### config.mk
export PLATFORM = sky130hd
export DESIGN_NAME = uart_tx_arbiter
export DESIGN_NICKNAME = d
export VERILOG_FILES = /design/src/rtl/uart_tx_arbiter.sv
export SDC_FILE = /design/constraint.sdc
export NUM_CORES = 1
export LEC_CHECK = 0
export CORE_ASPECT_RATIO = 0.9
export CORE_MARGIN = 3
export CORE_UTILIZATION = 48
export CTS_BUF_LIST = sky130_fd_sc_hd__clkbuf_2 sky130_fd_sc_hd__clkbuf_4 sky130_fd_sc_hd__clkbuf_8
export DETAILED_ROUTE_END_ITERATION = 8
export GPL_TIMING_DRIVEN = 1
export PLACE_DENSITY = 0.79
export SETUP_SLACK_MARGIN = 0.3
export SLEW_MARGIN = 20
export SYNTH_ARGS = -nofsm -noshare
export SYNTH_HDL_FRONTEND = slang
export SYNTH_SLANG_ARGS = --single-unit
### constraint.sdc
create_clock -name i_Clock -period 2.2 [get_ports i_Clock]
set_input_delay 0.33 -clock i_Clock [delete_from_list [all_inputs] [get_ports i_Clock]]
set_output_delay 0.33 -clock i_Clock [all_outputs]
set_load 0.05 [all_outputs]
### src/rtl/uart_tx_arbiter.sv
// Round-robin arbiter granting N_REQ byte requesters access to one UART transmitter,
// with a post-reset idle-line guard and a watchdog on each transmitted byte.
module uart_tx_arbiter #(
  parameter int unsigned N_REQ        = 4,
  parameter int unsigned TIMEOUT_CLKS = 4096,
  parameter int unsigned GUARD_CLKS   = 256
) (
  input  logic               i_Clock,
  input  logic               i_Rst_n,
  input  logic [N_REQ-1:0]   i_Req_Valid,
  input  logic [8*N_REQ-1:0] i_Req_Byte,
  input  logic [N_REQ-1:0]   i_Req_Last,
  output logic [N_REQ-1:0]   o_Req_Ack,
  output logic [N_REQ-1:0]   o_Grant,
  output logic               o_TX_DV,
  output logic [7:0]         o_TX_Byte,
  input  logic               i_TX_Active,
  input  logic               i_TX_Done,
  output logic               o_Busy,
  output logic               o_Timeout
);

  localparam int unsigned IW = (N_REQ > 1) ? $clog2(N_REQ) : 1;
  localparam int unsigned GW = $clog2(GUARD_CLKS + 1);
  localparam int unsigned WW = 16;

  typedef enum logic [2:0] {
    ST_INIT,
    ST_IDLE,
    ST_SEND,
    ST_WAIT,
    ST_HOLD
  } state_t;

  state_t           r_state, w_state;
  logic [IW-1:0]    r_ptr, w_ptr;
  logic [IW-1:0]    r_owner, w_owner;
  logic             r_last, w_last;
  logic [GW-1:0]    r_guard_cnt, w_guard_cnt;
  logic [WW-1:0]    r_wd_cnt, w_wd_cnt;
  logic [N_REQ-1:0] r_ack, w_ack;
  logic [N_REQ-1:0] r_grant, w_grant;
  logic             r_tx_dv, w_tx_dv;
  logic [7:0]       r_tx_byte, w_tx_byte;
  logic             r_busy, w_busy;
  logic             r_timeout, w_timeout;

  logic             w_win_found;
  logic [IW-1:0]    w_win_idx;
  logic [7:0]       w_win_byte;
  logic             w_win_last;
  logic [7:0]       w_own_byte;
  logic             w_own_last;
  logic [IW-1:0]    w_ptr_adv;
  logic             w_wd_hit;

  // Round-robin search: first valid requester at or above the pointer, wrapping.
  always_comb begin
    logic [IW-1:0] v_cand;
    v_cand      = '0;
    w_win_found = 1'b0;
    w_win_idx   = r_ptr;
    for (int unsigned i = 0; i < N_REQ; i++) begin
      v_cand = IW'((32'(r_ptr) + i) % N_REQ);
      if (!w_win_found && i_Req_Valid[v_cand]) begin
        w_win_found = 1'b1;
        w_win_idx   = v_cand;
      end
    end
  end

  assign w_win_byte = i_Req_Byte[{w_win_idx, 3'b000} +: 8];
  assign w_win_last = i_Req_Last[w_win_idx];
  assign w_own_byte = i_Req_Byte[{r_owner, 3'b000} +: 8];
  assign w_own_last = i_Req_Last[r_owner];
  assign w_ptr_adv  = (r_owner == IW'(N_REQ - 1)) ? '0 : r_owner + IW'(1);
  // Watchdog counts from 0 on the first WAIT/HOLD cycle; expiry is judged on its last count.
  assign w_wd_hit   = (r_wd_cnt == WW'(TIMEOUT_CLKS - 1));

  always_comb begin
    w_state     = r_state;
    w_ptr       = r_ptr;
    w_owner     = r_owner;
    w_last      = r_last;
    w_guard_cnt = r_guard_cnt;
    w_wd_cnt    = r_wd_cnt;
    w_ack       = '0;
    w_grant     = r_grant;
    w_tx_dv     = 1'b0;
    w_tx_byte   = r_tx_byte;
    w_timeout   = 1'b0;
    case (r_state)
      ST_INIT: begin
        if (i_TX_Active) begin
          w_guard_cnt = '0;
        end else if (r_guard_cnt == GW'(GUARD_CLKS - 1)) begin
          w_guard_cnt = '0;
          w_state     = ST_IDLE;
        end else begin
          w_guard_cnt = r_guard_cnt + GW'(1);
        end
      end
      ST_IDLE: begin
        if (!i_TX_Active && w_win_found) begin
          w_owner   = w_win_idx;
          w_grant   = N_REQ'(1) << w_win_idx;
          w_ack     = N_REQ'(1) << w_win_idx;
          w_tx_dv   = 1'b1;
          w_tx_byte = w_win_byte;
          w_last    = w_win_last;
          w_state   = ST_SEND;
        end
      end
      ST_SEND: begin
        w_wd_cnt = '0;
        w_state  = ST_WAIT;
      end
      ST_WAIT: begin
        if (i_TX_Done) begin
          if (r_last) begin
            w_grant = '0;
            w_ptr   = w_ptr_adv;
            w_state = ST_IDLE;
          end else begin
            w_wd_cnt = '0;
            w_state  = ST_HOLD;
          end
        end else if (w_wd_hit) begin
          w_timeout = 1'b1;
          w_grant   = '0;
          w_ptr     = w_ptr_adv;
          w_state   = ST_IDLE;
        end else begin
          w_wd_cnt = r_wd_cnt + WW'(1);
        end
      end
      ST_HOLD: begin
        if (i_Req_Valid[r_owner]) begin
          w_ack     = N_REQ'(1) << r_owner;
          w_tx_dv   = 1'b1;
          w_tx_byte = w_own_byte;
          w_last    = w_own_last;
          w_state   = ST_SEND;
        end else if (w_wd_hit) begin
          w_timeout = 1'b1;
          w_grant   = '0;
          w_ptr     = w_ptr_adv;
          w_state   = ST_IDLE;
        end else begin
          w_wd_cnt = r_wd_cnt + WW'(1);
        end
      end
      default: begin
        w_state = ST_INIT;
      end
    endcase
    w_busy = (w_state != ST_IDLE);
  end

  always_ff @(posedge i_Clock or negedge i_Rst_n) begin
    if (!i_Rst_n) begin
      r_state     <= ST_INIT;
      r_ptr       <= '0;
      r_owner     <= '0;
      r_last      <= 1'b0;
      r_guard_cnt <= '0;
      r_wd_cnt    <= '0;
      r_ack       <= '0;
      r_grant     <= '0;
      r_tx_dv     <= 1'b0;
      r_tx_byte   <= '0;
      r_busy      <= 1'b1;
      r_timeout   <= 1'b0;
    end else begin
      r_state     <= w_state;
      r_ptr       <= w_ptr;
      r_owner     <= w_owner;
      r_last      <= w_last;
      r_guard_cnt <= w_guard_cnt;
      r_wd_cnt    <= w_wd_cnt;
      r_ack       <= w_ack;
      r_grant     <= w_grant;
      r_tx_dv     <= w_tx_dv;
      r_tx_byte   <= w_tx_byte;
      r_busy      <= w_busy;
      r_timeout   <= w_timeout;
    end
  end

  assign o_Req_Ack = r_ack;
  assign o_Grant   = r_grant;
  assign o_TX_DV   = r_tx_dv;
  assign o_TX_Byte = r_tx_byte;
  assign o_Busy    = r_busy;
  assign o_Timeout = r_timeout;

endmodule

# After elaboration in Yosys (flattened, before gate mapping)
# Index checks and enable logic that the tools add are counted.
# Widths: inputs -> output; s select.
# totals
ff_bits,52
latch_bits,0
ram_bits,0
romBits,0
input_bits,44
out_inout_bits,19
elab_cells,123
n_memories,0
# classes
add_sub_neg,6
mul,0
div,0
n_lt_le_gt_ge,6
eq_ne,13
shifts,4
muxes,64
bitwise_logic,0
n_reduce_logical,18
# op_table
cell,count
$mux 16,4
$shiftx 32x6->8,2
$pmux 16 s3,1
$mux 4,7
$mux 3,7
$lt 2x3->1 const B,6
$mux 1,18
$mux 9,2
$add 16x1->16 const B,1
$eq 16x12->1 const B,1
$mux 2,8
$mux 8,2
$pmux 8 s2,1
$pmux 3 s5,1
$bmux 1 s2,7
$pmux 4 s3,1
$add 9x1->9 const B,1
$eq 9x8->1 const B,1
$reduce_and 3->1,3
$pmux 4 s2,1
$shl 1x2->4 const A,2
$eq 3x2->1 const B,2
$ne 2x2->1 const B,3
$ne 3x3->1 const B,2
other kinds (15),27

# Depth between registers and ports, before layout
# logic_depth
depth_word,16
depth_mapped,8
mapped_depth_nobuf,7

# Worst setup path before layout
# No wires, ideal clock.
# synth_timing
path_type,flip-flop to flip-flop
from,register r_owner[0]
to,register r_wd_cnt[6]
setup_ns,0.132
t_arrival_ns,1.867
required_time_ns,2.068
path_slack_ns,0.201
stages_incl_launch_ff,9
n_path_buf,2
period_less_slack_ns,1.999
path_cell_list,dfrtp_1 -> buf_6 -> mux4_2 -> o22ai_4 -> a21boi_2 -> buf_6 -> and2_4 -> xnor2_1 -> nor2_1
# synth_via
elab_chain_len,4
# synth_rtl
item,line,source
from (decl),37,"logic [IW-1:0] r_owner, w_owner;"
from (signal assigned),177,r_owner <= w_owner;
$bmux 1 s2,138,if (i_Req_Valid[r_owner]) begin
$mux 1 (implied by the code),138,
$ne 2x2->1 (no source line),--,
$reduce_and 3->1 (no source line),--,
to (signal assigned),180,r_wd_cnt <= w_wd_cnt;
to (decl),40,"logic [WW-1:0] r_wd_cnt, w_wd_cnt;"
# Every way passes these cells. The select of a mux whose other input is x is not followed.
# A chain may end at the register's enable or synchronous reset.

# Worst setup path after layout
# layout_timing
from,register r_owner[0]
to,register r_wd_cnt[4]
# The elaborated chain is that of the path after synthesis.

==> metrics <==
status=finished, final reports clean; Pleak=~1.9 nW; drt drc=0; most common cell in the netlist=dfrtp_1; number of global-route vias before repair=2688; First-pass DRT Iterations=4; Final #Nets=around 470; pin count of the biggest net entering global routing=between 50 and 60; crit-path max cell delay=about 0.56 ns; Hold Fails Final Rpt=0; synth top area cells=dfrtp_1 (43%), mux2i_1 (5.0%), nand2_1 (4.7%); starting density of the core=0.510; Main synth FF type=dfrtp_1; Combinational Power Share=0.564; Seq/Total Area, Yosys=0.436; pre-CTS WS=-0.190 ns; FF+latch count, synth=52; share of cells above drive strength 1=0.232; Post-synth EDFFs=0; register area=roughly 1300 µm²; Core Box Area=roughly 5900 µm²; Worst Path Class, Setup=reg -> reg; Post-Syn Area=roughly 3000 µm²; Power per Cell Area=about 1200 nW/µm²; Setup Skew=around 0.0048 ns; post-DP HPWL=about 5400 µm; RSZ-0062 raised after global routing=yes; Core Rows=26; die height=~81 µm; startpoint types=flop; Global Route Usage Sum=0.213; first-pass GRT wire length=around 12000 µm; WL/cell=approximately 16 µm; Slowest-stage cell, CP=mux4_2; clock share of power=0.146; DIE AREA=~7200 µm²; asr flop ratio synth=1.00; Root Buffer Master=clkbuf_8; Yosys warnings=0; Net Sw Frac=0.420; setup slack after layout=0.204 ns; Final Cycle Share=0.907; final hold slack=about 0.32 ns; Avg Cell Area, Syn=about 9.4 µm²; Pint=2.89 mW; initial antenna violation count=0; fmax=501 MHz; CTS Sinks=between 50 and 60; syn nets=approximately 370; clock buffer count from CTS=5; max cap viols=0; Max FO, Critical Path=10; CP bufs+invs=1; WP data arrival=roughly 2.2 ns; Vias/cell=roughly 5.7; Total Wirelength=7820 µm; clock-pin slew on the worst setup and hold paths=0.09 ns; Routability Congestion=roughly 0.86; min-delay worst type=in -> async; family with the most delay on the worst path=multiplexers; cell count after synthesis=317; worst endpoint required time=about 2.4 ns; H-tree levels=2; Cell variety after synth=55; Vias=2792; worst slew pin tran=approximately 0.63 ns; worst skew pair latency=about 0.31 ns; Routed Antenna Nets=0; Ant. Diodes=0; NetSw=approximately 2.1 mW; area occupied by multi-input gates=1740 µm²; # IOs=63; crit path capture type=flop; Yosys top cell by area=dfrtp_1; # fillers=around 430; deepest clock path buffer count=2; Chip Width=89.1 µm; Slew headroom=0.577; most frequent cells after synthesis=dfrtp_1 (51), nand2_1 (37), nor2_1 (36); Max VDD drop=~0.00071 V; Area Overhead vs Synth=43.6%; minimum clock period=~2 ns; Seq pwr share=0.291; final setup vio count=0; Congestion Overflow GR=0; critical path cell sequence=mux4_2, o22ai_4, a21boi_4, buf_12, and4_2, xnor2_1, nor2_1; I/O Buffers=62; CTS tree=built; initial drt markers=between 100 and 150; share of the synthesized area in the top cell type=0.427; count of pins over their slew limit=0
## stage by stage
stage               area (µm²)  utilization  std cells  total power, mW  TNS (ns)
floorplan                 2990            -        317             3.09         0
global placement          3940        0.673        475             3.93     -1.70
detailed placement        3940        0.673        475             4.01     -2.53
CTS                       4140        0.708        486             4.80         0
global route              4290        0.732        493             5.28         0
finish                    4290        0.732        493             4.99         0
## sequential cells by signal, indices dropped and copies added (netlist names)
signal and flops:
o_Busy 1, o_Grant 4, o_Req_Ack 4, o_TX_Byte 8, o_TX_DV 1, o_Timeout 1, r_guard_cnt 9, r_last 1
r_owner 2, r_ptr 2, r_state 3, r_wd_cnt 16
## power groups by stage
stage	logic, mW	clock network (mW)	registers, mW
2_1_floorplan	1.21	0	1.88
3_3_place_gp	2.47	0	1.45
3_5_place_dp	2.54	0	1.47
4_1_cts	2.62	0.733	1.45
5_1_grt	3.02	0.766	1.49
6_report	2.81	0.726	1.45
## final timing paths
check / from / to / slack [ns] / depth (start not counted)
min: i_Rst_n / o_TX_Byte[5] / 0.32 / 2
max: r_owner[0] / r_wd_cnt[4] / 0.20 / 7
max in group asynchronous: i_Rst_n / r_guard_cnt[7] / 1.08 / 3
min in group i_Clock: o_Grant[1] / o_Grant[1] / 0.49 / 1
min reg2reg: o_Grant[1] / o_Grant[1] / 0.49 / 1
max reg2reg: r_owner[0] / r_wd_cnt[4] / 0.20 / 7
## routing by layer
layer / global-route usage / up-vias / wire (µm)
met5: 0 / - / 0
met4: 0.0655 / 0 / 127
met3: 0.0193 / 12 / 171
met2: 0.374 / 52 / 4170
met1: 0.276 / 1369 / 3350
li1: - / 1359 / -
## timing repair
| action | CTS | global route |
|---|---|---|
| gates resized for setup | 20 | 18 |
| hold buffers | 1 | 0 |
| pin swaps | 12 | 8 |
| setup buffers | 2 | 7 |
| cloned | 0 | 0 |
| setup endpoints to repair | 27 | 31 |
| endpoints found under the hold margin | 2 | 0 |
## logic make-up after synthesis
kind of cell    synth area share
fa+ha+maj                 0.0251
flops                      0.436
compound gates             0.187
mux                       0.0779
simple gates               0.215
buf+inv                   0.0323
xor+xnor                  0.0264
## final cells by class
cell class              count  area share
clock buffers               7      0.0225
flip-flops and latches     52       0.304
repair buffers            108       0.234
well taps                  70      0.0204
clock inverters             1     0.00700
inverters                   8     0.00700
multi-input cells         247       0.405
## placed cells by master, fill, tap and decap left out, drive strengths merged, types with 2 or more instances in the layout
master         netlist  routed
a21o                11      11
a21oi               16      16
a221oi               8       8
a22o                 3       3
a31oi                2       2
and2                 5       5
and3                 6       6
and4                 2       2
buf                  6      46
clkbuf               4       7
clkdlybuf4s50        0      57
dfrtp               51      51
dlygate4sd2          0       4
ha                   6       6
inv                  8       8
mux2                 3       3
mux2i               15      15
mux4                 2       2
nand2               37      37
nand2b               6       6
nand3               11      11
nand4                3       3
nor2                36      36
nor2b                4       4
nor3                 6       6
nor3b                2       2
nor4                 4       4
o21a                 3       3
o21ai               22      22
o22ai                4       4
o31ai                3       3
or2b                 2       2
or3                  3       3
xnor2                6       6
xor2                 3       3
Note: power is estimated with default switching activity, not from simulation.
